### config.mk
export PLATFORM = sky130hd
export DESIGN_NAME = redmule_tile_tcdm_arbiter
export DESIGN_NICKNAME = d
export VERILOG_FILES = /design/src/rtl/redmule_tile_tcdm_arbiter_pkg.sv /design/src/rtl/redmule_tile_tcdm_arbiter_owner_fifo.sv /design/src/rtl/redmule_tile_tcdm_arbiter.sv
export SDC_FILE = /design/constraint.sdc
export NUM_CORES = 1
export LEC_CHECK = 0
export ABC_AREA = 1
export BUFFER_PORTS_ARGS = -buffer_cell sky130_fd_sc_hd__buf_2
export CAP_MARGIN = 30
export CORE_AREA = 2 2 123 125
export CTS_BUF_LIST = sky130_fd_sc_hd__clkbuf_4 sky130_fd_sc_hd__clkbuf_8
export DETAILED_ROUTE_END_ITERATION = 10
export DIE_AREA = 0 0 125 127
export GPL_TIMING_DRIVEN = 0
export HOLD_SLACK_MARGIN = 0.08
export PLACE_DENSITY = 0.45
export SLEW_MARGIN = 25
export SYNTH_ARGS = -nofsm -noshare
export SYNTH_HDL_FRONTEND = slang
export SYNTH_SLANG_ARGS = --single-unit
### constraint.sdc
create_clock -name clk_i -period 5.36 [get_ports clk_i]
set_input_delay 1.072 -clock clk_i [delete_from_list [all_inputs] [get_ports clk_i]]
set_output_delay 1.072 -clock clk_i [all_outputs]
set_load 0.01 [all_outputs]
### src/rtl/redmule_tile_tcdm_arbiter_pkg.sv
// Shared definitions for the tile TCDM arbiter: requester index and default sizing.
package redmule_tile_tcdm_arbiter_pkg;

  typedef enum logic {
    ARB_CORE = 1'b0,
    ARB_HWPE = 1'b1
  } arb_req_e;

  localparam int unsigned DEF_AW        = 32;
  localparam int unsigned DEF_DW        = 32;
  localparam int unsigned DEF_MAX_STALL = 7;
  localparam int unsigned DEF_N_OUTSTD  = 4;

endpackage

### src/rtl/redmule_tile_tcdm_arbiter_owner_fifo.sv
// 1-bit-wide synchronous FIFO recording the owner (1=core) of each in-flight TCDM request.
module redmule_tile_owner_fifo #(
  parameter int unsigned DEPTH = 4
) (
  input  logic clk_i,
  input  logic rst_i,
  input  logic push_i,
  input  logic data_i,
  input  logic pop_i,
  output logic data_o,
  output logic full_o,
  output logic empty_o
);

  localparam int unsigned PW = $clog2(DEPTH);
  localparam logic [PW:0] PTR_ONE = {{PW{1'b0}}, 1'b1};

  logic [PW:0]      r_wptr;
  logic [PW:0]      r_rptr;
  logic [DEPTH-1:0] r_mem;
  logic             w_push;
  logic             w_pop;

  // Extra wrap bit distinguishes full from empty when the indices coincide.
  assign full_o  = (r_wptr[PW] != r_rptr[PW]) && (r_wptr[PW-1:0] == r_rptr[PW-1:0]);
  assign empty_o = (r_wptr == r_rptr);
  assign data_o  = r_mem[r_rptr[PW-1:0]];

  assign w_push = push_i & ~full_o;
  assign w_pop  = pop_i & ~empty_o;

  always_ff @(posedge clk_i) begin
    if (rst_i) begin
      r_wptr <= '0;
      r_rptr <= '0;
      r_mem  <= '0;
    end else begin
      if (w_push) begin
        r_mem[r_wptr[PW-1:0]] <= data_i;
        r_wptr                <= r_wptr + PTR_ONE;
      end
      if (w_pop) begin
        r_rptr <= r_rptr + PTR_ONE;
      end
    end
  end

endmodule

### src/rtl/redmule_tile_tcdm_arbiter.sv
// Shares one TCDM port between the core data path and RedMulE: combinational grant,
// in-order response routing via an owner FIFO, and a starvation bound on the non-default side.
module redmule_tile_tcdm_arbiter
  import redmule_tile_tcdm_arbiter_pkg::*;
#(
  parameter int unsigned AW        = DEF_AW,
  parameter int unsigned DW        = DEF_DW,
  parameter int unsigned MAX_STALL = DEF_MAX_STALL,
  parameter int unsigned N_OUTSTD  = DEF_N_OUTSTD
) (
  input  logic            clk_i,
  input  logic            rst_i,
  input  logic            core_prio_i,

  input  logic            core_req_i,
  output logic            core_gnt_o,
  input  logic [AW-1:0]   core_add_i,
  input  logic            core_wen_i,
  input  logic [DW/8-1:0] core_be_i,
  input  logic [DW-1:0]   core_data_i,
  output logic            core_r_valid_o,
  output logic [DW-1:0]   core_r_data_o,

  input  logic            hwpe_req_i,
  output logic            hwpe_gnt_o,
  input  logic [AW-1:0]   hwpe_add_i,
  input  logic            hwpe_wen_i,
  input  logic [DW/8-1:0] hwpe_be_i,
  input  logic [DW-1:0]   hwpe_data_i,
  output logic            hwpe_r_valid_o,
  output logic [DW-1:0]   hwpe_r_data_o,

  output logic            mem_req_o,
  input  logic            mem_gnt_i,
  output logic [AW-1:0]   mem_add_o,
  output logic            mem_wen_o,
  output logic [DW/8-1:0] mem_be_o,
  output logic [DW-1:0]   mem_data_o,
  input  logic            mem_r_valid_i,
  input  logic [DW-1:0]   mem_r_data_i,

  output logic            stall_core_o,
  output logic            err_o
);

  localparam int unsigned CW = $clog2(MAX_STALL + 1);
  localparam logic [CW-1:0] CNT_MAX = CW'(MAX_STALL);
  localparam logic [CW-1:0] CNT_ONE = {{(CW-1){1'b0}}, 1'b1};

  logic [CW-1:0] r_cnt;
  logic          r_prio;
  logic          r_err;

  arb_req_e w_win;
  arb_req_e w_def;
  arb_req_e w_nodef;
  logic     w_run;
  logic     w_both;
  logic     w_ovr;
  logic     w_hs;
  logic     w_full;
  logic     w_empty;
  logic     w_head;
  logic     w_pop;
  logic     w_nd_req;
  logic     w_nd_gnt;
  logic     w_d_gnt;

  assign w_run   = ~rst_i;
  assign w_def   = core_prio_i ? ARB_CORE : ARB_HWPE;
  assign w_nodef = core_prio_i ? ARB_HWPE : ARB_CORE;
  assign w_both  = core_req_i & hwpe_req_i;
  assign w_ovr   = w_both & (r_cnt == CNT_MAX);

  always_comb begin
    w_win = ARB_CORE;
    if (hwpe_req_i && !core_req_i) begin
      w_win = ARB_HWPE;
    end else if (w_both) begin
      w_win = w_ovr ? w_nodef : w_def;
    end
  end

  // Registered full only: a same-cycle pop does not free a slot for a new request.
  assign mem_req_o  = w_run & (core_req_i | hwpe_req_i) & ~w_full;
  assign w_hs       = mem_req_o & mem_gnt_i;
  assign core_gnt_o = w_hs & (w_win == ARB_CORE);
  assign hwpe_gnt_o = w_hs & (w_win == ARB_HWPE);

  assign mem_add_o  = (w_win == ARB_CORE) ? core_add_i  : hwpe_add_i;
  assign mem_wen_o  = (w_win == ARB_CORE) ? core_wen_i  : hwpe_wen_i;
  assign mem_be_o   = (w_win == ARB_CORE) ? core_be_i   : hwpe_be_i;
  assign mem_data_o = (w_win == ARB_CORE) ? core_data_i : hwpe_data_i;

  assign w_pop          = w_run & mem_r_valid_i & ~w_empty;
  assign core_r_valid_o = w_pop & w_head;
  assign hwpe_r_valid_o = w_pop & ~w_head;
  assign core_r_data_o  = w_run ? mem_r_data_i : '0;
  assign hwpe_r_data_o  = w_run ? mem_r_data_i : '0;

  assign stall_core_o = w_run & w_ovr & (w_nodef == ARB_CORE);
  assign err_o        = w_run & r_err;

  redmule_tile_owner_fifo #(
    .DEPTH (N_OUTSTD)
  ) i_owner_fifo (
    .clk_i   (clk_i),
    .rst_i   (rst_i),
    .push_i  (w_hs),
    .data_i  (w_win == ARB_CORE),
    .pop_i   (w_pop),
    .data_o  (w_head),
    .full_o  (w_full),
    .empty_o (w_empty)
  );

  assign w_nd_req = core_prio_i ? hwpe_req_i : core_req_i;
  assign w_nd_gnt = core_prio_i ? hwpe_gnt_o : core_gnt_o;
  assign w_d_gnt  = core_prio_i ? core_gnt_o : hwpe_gnt_o;

  always_ff @(posedge clk_i) begin
    r_prio <= core_prio_i;
    if (rst_i) begin
      r_cnt <= '0;
      r_err <= 1'b0;
    end else begin
      if (core_prio_i != r_prio) begin
        r_cnt <= '0;
      end else if (!w_nd_req || w_nd_gnt) begin
        r_cnt <= '0;
      end else if (w_d_gnt && (r_cnt != CNT_MAX)) begin
        r_cnt <= r_cnt + CNT_ONE;
      end
      if (mem_r_valid_i && w_empty) begin
        r_err <= 1'b1;
      end
    end
  end

endmodule

==> reports/metrics.yaml, run 1 <==
clocking:
  cts_hold_buf: 0
  clk_pin_slew_ns: 0.06
  clk_latency_ns: 0.25
  clockBufferDepth: 2
  cts_tree: "built"
  htreeDepth: 1
  cts-root-buf: "clkbuf_8"
  cts.sinks: 15
  cts_resized: 0
  cts_buffers: 3
  post_cts_buffers: 0
route:
  wl_um: 11390
  drcViolationCount: 0
  drt_iter0_markers: 120
  ant_nets: 0
  wl_per_cell_um: 11.93
  firstDrtPassIters: 4
  vias_per_cell: 3.729
  vias: 3561
critical_path:
  path_buf_inv: 3
  cp.required_ns: 4.29
  max_stage_delay_ns: 0.47
  crit_type: "primary input to primary output"
  critPathArrivalTime_ns: 2.62
  path_max_fanout: 10
  cp_top_family: "buffers and inverters"
  critPathSlowestCell: "clkbuf_1"
  crit_path_end_kind: "primary output"
  path_common_cell: "nand2_1"
  path_cells: "buf_2, nand2_1, nand2_1, o21ai_4, clkbuf_1, nand2_1, nand2_1, buf_2"
  startpoint_type: "primary input"
yosys:
  syn_nets: 636
  ys_seq_area_frac: 0.1325
  ys_types: 26
  syn_avg_cell_area_um2: 5.016
  netlist_area_um2: 2267
  syn_inst: 452
  ys_ff_latch: 15
  ys_warn_count: 0
timing:
  finalHoldViolations: 0
  min_period_ns: 3.693
  rsz0062_at_grt: "false"
  fmax_ghz: 0.2708
  slew_violations: 0
  finalSetupTns_ns: 0
  period_share: 0.6890
  worstMarginPinSlew_ns: 0.5498
  finClkSkew_ns: 0.002401
  report.final.setup_viol: 0
  max-slew-margin-rel: 0.6335
status:
  run_status: "finished, final reports clean"
layout:
  fin_cells: 955
  fillers: 1676
  areaGrowthSynthToFinish_pct: 81.84
  final_cell_mix: "buf_2 (321), nand2_1 (234), nor2_1 (52)"
  antenna-diode-count: 0
  layout.nets: 956
  drive_gt1_frac: 0.4773
  layout_commonest_cell: "buf_2"
placed_design:
  port_buffers: 315
  gp_congestion: 0.7758
  post-place-cells: 951
  post-dp-hpwl_um: 9830
power_and_ir_drop:
  power.total_w: 0.0005447
  internal-power_w: 0.0003234
  ir_worst_vdd_mv: 0.05930
  leakagePower_nw: 2.812
  clock_power_share: 0.184
  swShare: 0.4062
  p_seq_frac: 0.221
  switchingPower_w: 0.0002213
  powerDensity_nw_per_um2: 132.1
  pwr-share-comb: 0.595
worst_hold_path:
  hp-class: "flop to flop"
floorplanning:
  die_x_um: 125
  initial_core_util: 0.1572
  rows: 44
  die_h_um: 127
  die_area_um2: 15880
  core_area_um2: 14420
  ios: 317
grt:
  grt_max_degree: 11
  first_global_vias: 3330
  antenna_found_initial: 0
  overflow: 0
  grtUsageTotal: 0.1302
  grt_pass1_wl_um: 17010
job:
  drv_cap: 0
## final timing paths
kind / from / to / slack, ns / cells after the start
hold reg to reg: i_owner_fifo.r_mem[3] / i_owner_fifo.r_mem[3] / 0.48 / 2
setup reg to reg: r_cnt[0] / i_owner_fifo.r_mem[3] / 3.45 / 8
hold / removal: i_owner_fifo.r_mem[3] / i_owner_fifo.r_mem[3] / 0.48 / 2
setup / recovery: core_prio_i / mem_add_o[10] / 1.67 / 8
## power groups by stage
stage                     registers [W]  clock network [W]  logic, W
after floorplan                0.000122                  0  0.000165
after detailed placement       0.000123                  0  0.000328
after global placement         0.000123                  0  0.000330
after CTS                      0.000120           0.000103  0.000330
after global routing           0.000121           0.000107  0.000363
final                          0.000120           0.000100  0.000324
## cells in the mapped netlist, drive strengths merged
library cell    n  area share
inv            52       0.086
clkbuf         11       0.018
xnor2           1      0.0039
nand2         235        0.39
nor3b           1      0.0033
nand3           6       0.019
a32oi           1      0.0039
buf            40        0.13
nand4           3      0.0083
nand3b          2      0.0066
nor3            2      0.0044
o21ai           7       0.020
nor2           56        0.10
a21oi           9       0.025
o22ai           1      0.0028
ha              7       0.039
dfxtp          15        0.13
a22oi           3      0.0099
## state kept, by name, indices dropped and copies added (netlist names)
signal / flops
r_cnt: 3
i_owner_fifo.r_mem: 4
r_err: 1
r_prio: 1
i_owner_fifo.r_rptr: 3
i_owner_fifo.r_wptr: 3
## per-stage QoR
stage / hold WS, ns / setup WS (ns) / instance area, um^2 / util
global placement: 0.4732 / 1.669 / 4074 / 0.2824
floorplan: 0.4397 / 2.300 / 2267 / -
finish: 0.4777 / 1.667 / 4123 / 0.2858
global route: 0.5139 / 1.531 / 4123 / 0.2858
detailed placement: 0.4653 / 1.660 / 4074 / 0.2824
CTS: 0.4812 / 1.659 / 4123 / 0.2858
## tightest hold or removal path: stages, from the launching register on
cell	delay [ns]
dfxtp_1	0.32
nand2_1	0.06
a21oi_1	0.05
## kinds of logic after synthesis
logic type               count (synthesis)  share of synthesized area
flip-flops                              15                     0.1325
AND/OR/NAND/NOR                        305                     0.5331
AO/OA/AOI/OAI                           21                    0.06182
XOR/XNOR                                 1                   0.003864
adder cells (fa/ha/maj)                  7                    0.03863
buffers and inverters                  103                     0.2301
## final cells by class
type / instances / area (um^2) / area share
Timing Repair Buffer: 315 / 1577 / 0.3824
Buffer: 51 / 326.6 / 0.07921
Sequential cell: 15 / 300.3 / 0.07284
Inverter: 52 / 195.2 / 0.04734
Clock buffer: 4 / 48.80 / 0.01184
Multi-Input combinational cell: 334 / 1445 / 0.3505
Tap cell: 184 / 230.2 / 0.05584
## layer usage
metal	GRT usage	vias to the layer above	wire length (um)	part of all wire
li1	-	1946	-	-
met1	0.1617	1434	4710	0.41
met2	0.2458	177	5769	0.51
met3	0.01675	4	855	0.075
met4	0.01765	0	56	0.0049
met5	0	-	0	0
Power figures use the tool's default switching activity.
==> run 2, diff against run 1 <==
Settings changed: CORE_AREA 2 2 123 125 to 2 2 124 126, DIE_AREA 0 0 125 127 to 0 0 126 128, PLACE_DENSITY 0.45 to 0.44.
Clock period 5.36 ns to 3.6 ns, I/O delays scaled along.
==> reports/metrics.yaml, run 2 (synthesis results as in run 1) <==
timing:
  period_share: 0.8449
  finClkSkew_ns: 0.001917
  worstMarginPinSlew_ns: 0.7107
  rsz0062_at_grt: "false"
  fmax_ghz: 0.3288
  finalSetupTns_ns: 0
  min_period_ns: 3.042
  finalHoldViolations: 0
  report.final.setup_viol: 0
  slew_violations: 0
  max-slew-margin-rel: 0.5262
placed_design:
  placed_area_um2: 4079
  port_buffers: 315
  gp_congestion: 0.7990
  post-dp-hpwl_um: 9760
worst_hold_path:
  worstHoldPathCells: 2
  min_from: "i_owner_fifo.r_mem[3]"
  hold_end: "i_owner_fifo.r_mem[3]"
  hp-class: "flop to flop"
status:
  run_status: "finished, final reports clean"
power_and_ir_drop:
  power.total_w: 0.0008059
  ir_worst_vdd_mv: 0.1015
  leakagePower_nw: 2.812
  powerDensity_nw_per_um2: 195.3
route:
  wl_per_cell_um: 11.84
  firstDrtPassIters: 4
  vias: 3627
  ant_nets: 0
  drt_iter0_markers: 121
  vias_per_cell: 3.782
  wl_um: 11350
  drcViolationCount: 0
layout:
  antenna-diode-count: 0
  final_cell_mix: "buf_2 (321), nand2_1 (234), nor2_1 (52)"
  drive_gt1_frac: 0.4773
  largest_reg_flops: 4
  top_register: "i_owner_fifo.r_mem"
  layout.nets: 956
  layout_commonest_cell: "buf_2"
  areaGrowthSynthToFinish_pct: 81.95
  finalInstanceArea_um2: 4125
critical_path:
  crit_path_end_kind: "primary output"
  r2r-start: "r_cnt[0]"
  critPathArrivalTime_ns: 2.32
  path_cells: "ha_1, ha_1, nand2_1, nand2_1, o21ai_4, clkbuf_1, nand2_1, nand2_1, buf_2"
  reg2reg_setup_slack_ns: 1.64
  r2r_cells: 10
  cp.required_ns: 2.88
  path_common_cell: "nand2_1"
  crit_type: "flop to primary output"
  r2r-end: "r_cnt[1]"
  path_max_fanout: 10
  critPathSlowestCell: "clkbuf_1"
  startpoint_type: "flop"
  max_stage_delay_ns: 0.41
floorplanning:
  die_area_um2: 16130
  die_x_um: 126
  initial_core_util: 0.1525
  rows: 45
  core_area_um2: 14860
  ios: 317
  die_h_um: 128
clocking:
  cts_tree: "built"
  htreeDepth: 1
  cts_resized: 0
  cts-root-buf: "clkbuf_8"
  post_cts_buffers: 0
  cts_hold_buf: 0
  cts_buffers: 3
  clk_pin_slew_ns: 0.07
  clk_latency_ns: 0.25
  cts.sinks: 15
  clockBufferDepth: 2
job:
  drv_cap: 0
grt:
  first_global_vias: 3192
  overflow: 0
  grt_pass1_wl_um: 16200
  grtUsageTotal: 0.1240
  antenna_found_initial: 0
  grt_max_degree: 11
[run 2: worst max path at each step]
stage | startpoint | slack (ns) | end
after floorplan | core_prio_i | 1.24 | mem_data_o[21]
after global placement | core_prio_i | 0.60 | mem_data_o[25]
after detailed placement | core_prio_i | 0.63 | mem_data_o[25]
after CTS | r_cnt[0] | 0.48 | mem_data_o[4]
after global routing | r_cnt[0] | 0.32 | mem_add_o[16]
final | r_cnt[0] | 0.56 | mem_data_o[4]
[run 2: stage by stage]
step           std cells  hold slack (ns)  utilization  worst slack, ns
3_3_place_gp         955           0.4760       0.2744           0.6047
5_1_grt              959           0.5150       0.2775           0.3220
2_1_floorplan        452           0.4397            -            1.244
6_report             959           0.4757       0.2775           0.5582
4_1_cts              959           0.4836       0.2775           0.4817
3_5_place_dp         955           0.4713       0.2744           0.6313
[run 2: layer usage]
metal	vias up	track usage	routed length, um
met5	-	0	0
met4	0	0.009696	46
met3	4	0.02421	929
met2	176	0.2280	5607
met1	1499	0.1561	4771
li1	1948	-	-
[run 2: critical path, delay by kind of cell, from the launching register on]
family	cells	cell delay, ns
AOI/OAI and AO/OA	1	0.35
adders and majority gates	2	0.44
buffers and inverters	2	0.55
DFF	1	0.31
and+or+nand+nor	4	0.41
[run 2: where the power goes]
part           internal, W  leakage (nW)  switching [W]
registers         0.000173         0.122     0.00000558
clock network    0.0000768        0.0255      0.0000650
logic             0.000222          2.66       0.000263
[run 2: final cells by class]
type	count	area, um^2
sequential	15	300.3
inverter	52	195.2
multi-input combinational	334	1445
timing repair buffer	315	1577
fill	1723	10740
clock buffer	3	41.29
tap	188	235.2
clock inverter	1	5.005
buffer	51	326.6
==> run 3, diff against run 2 <==
Clock period 3.6 ns to 2.8 ns, I/O delays scaled along.
==> reports/metrics.yaml, run 3 (synthesis results as in run 1) <==
status:
  run_status: "finished, final reports clean"
worst_hold_path:
  worstHoldPathCells: 2
  hp-class: "flop to flop"
timing:
  finalHoldViolations: 0
  finClkSkew_ns: 0.0006340
  slew_violations: 0
  worstMarginPinSlew_ns: 0.7229
  report.final.setup_viol: 0
  fmax_ghz: 0.3770
  finalSetupTns_ns: 0
  max-slew-margin-rel: 0.5181
  rsz0062_at_grt: "false"
  period_share: 0.9473
  min_period_ns: 2.653
layout:
  multiInputGateArea_um2: 1453
  fillers: 1721
  antenna-diode-count: 0
  largest_reg_flops: 4
  final_cell_mix: "buf_2 (318), nand2_1 (234), nor2_1 (52)"
  layout_commonest_cell: "buf_2"
  areaGrowthSynthToFinish_pct: 85.54
  drive_gt1_frac: 0.4890
  final_core_util: 0.2830
  layout.nets: 960
  ff_latch_area_um2: 300.3
  top_register: "i_owner_fifo.r_mem"
route:
  vias_per_cell: 3.786
  vias: 3646
  drt_iter0_markers: 109
  drcViolationCount: 0
  firstDrtPassIters: 4
  ant_nets: 0
  wl_um: 11430
  wl_per_cell_um: 11.87
critical_path:
  max_stage_delay_ns: 0.31
  r2r_cells: 13
  cp.required_ns: 2.24
  critPathSlowestCell: "dfxtp_1"
  crit_type: "flop to primary output"
  critPathArrivalTime_ns: 2.09
  path_max_fanout: 10
  path_common_cell: "nand2_1"
  crit_path_end_kind: "primary output"
  startpoint_type: "flop"
  path_cells: "ha_1, ha_2, nand2_1, nand2_1, o21ai_4, buf_4, clkbuf_2, nand2_1, nand2_1, buf_2"
floorplanning:
  core_area_um2: 14860
  initial_core_util: 0.1525
  rows: 45
  die_h_um: 128
  die_x_um: 126
  die_area_um2: 16130
  ios: 317
clocking:
  clockBufferDepth: 2
  clk_latency_ns: 0.25
  htreeDepth: 1
  cts-root-buf: "clkbuf_8"
  cts_buffers: 3
  cts_tree: "built"
  clk_pin_slew_ns: 0.07
  cts.sinks: 15
placed_design:
  gp_congestion: 0.7990
  post-dp-hpwl_um: 9760
  port_buffers: 315
grt:
  antenna_found_initial: 0
  grtUsageTotal: 0.1247
  grt_max_degree: 11
  overflow: 0
  first_global_vias: 3217
  grt_pass1_wl_um: 16300
power_and_ir_drop:
  ir_worst_vdd_mv: 0.1341
  leakagePower_nw: 2.858
  powerDensity_nw_per_um2: 250.6
job:
  drv_cap: 0
run 3: cell types whose count changed in the layout (fill, tap and decap cells not counted), sizes merged:
| cell | previous run | this run |
|---|---|---|
| clkbuf | 14 | 17 |
| buf | 355 | 356 |
run 3: per-stage QoR:
stage	worst slack (ns)	area [um^2]	power [W]	cells	hold WS (ns)
2_1_floorplan	0.6303	2267	0.0005491	452	0.4397
3_3_place_gp	0.08205	4079	0.0008701	955	0.4760
3_5_place_dp	0.1312	4079	0.0008662	955	0.4713
4_1_cts	0.008788	4187	0.001068	963	0.4836
5_1_grt	0.001805	4207	0.001142	963	0.5150
6_report	0.1475	4207	0.001054	963	0.4803
run 3: layout make-up:
type / instances / area share
Timing Repair Buffer: 319 / 0.3879
Multi-Input combinational cell: 334 / 0.3453
Buffer: 51 / 0.08209
Sequential cell: 15 / 0.07139
Tap cell: 188 / 0.05592
Inverter: 52 / 0.04640
Clock buffer: 3 / 0.009816
Clock inverter: 1 / 0.001190
run 3: repair_timing:
action	4_1_cts	5_1_grt
pin swaps	2	0
endpoints found under the setup margin	61	60
buffers inserted	4	0
hold buffers	0	0
gates resized for setup	5	8
run 3: metal layers:
metal | vias to the layer above | GRT usage | share of wire
met5 | - | 0 | 0
met4 | 0 | 0.009696 | 0.0040
met3 | 4 | 0.02421 | 0.081
met2 | 176 | 0.2321 | 0.50
met1 | 1513 | 0.1548 | 0.41
li1 | 1953 | - | -
run 3: power breakdown:
group	switching (W)	total, W	internal, W
clock network	0.0000853	0.000184	0.0000988
logic	0.000341	0.000640	0.000298
registers	0.00000719	0.000230	0.000223
run 3: critical path: cells and delay by family, from the launching register on:
family,cells,cell delay [ns]
flops,1,0.31
buf+inv,3,0.57
fa+ha+maj,2,0.41
simple gates,4,0.35
compound gates,1,0.19
run 3: path summary, 6_finish.rpt:
path,start,endpoint,slack [ns]
setup / recovery,r_cnt[0],mem_data_o[4],0.15
hold / removal,i_owner_fifo.r_mem[3],i_owner_fifo.r_mem[3],0.48
setup reg to reg,r_cnt[0],r_cnt[1],0.81
hold reg to reg,i_owner_fifo.r_mem[3],i_owner_fifo.r_mem[3],0.48
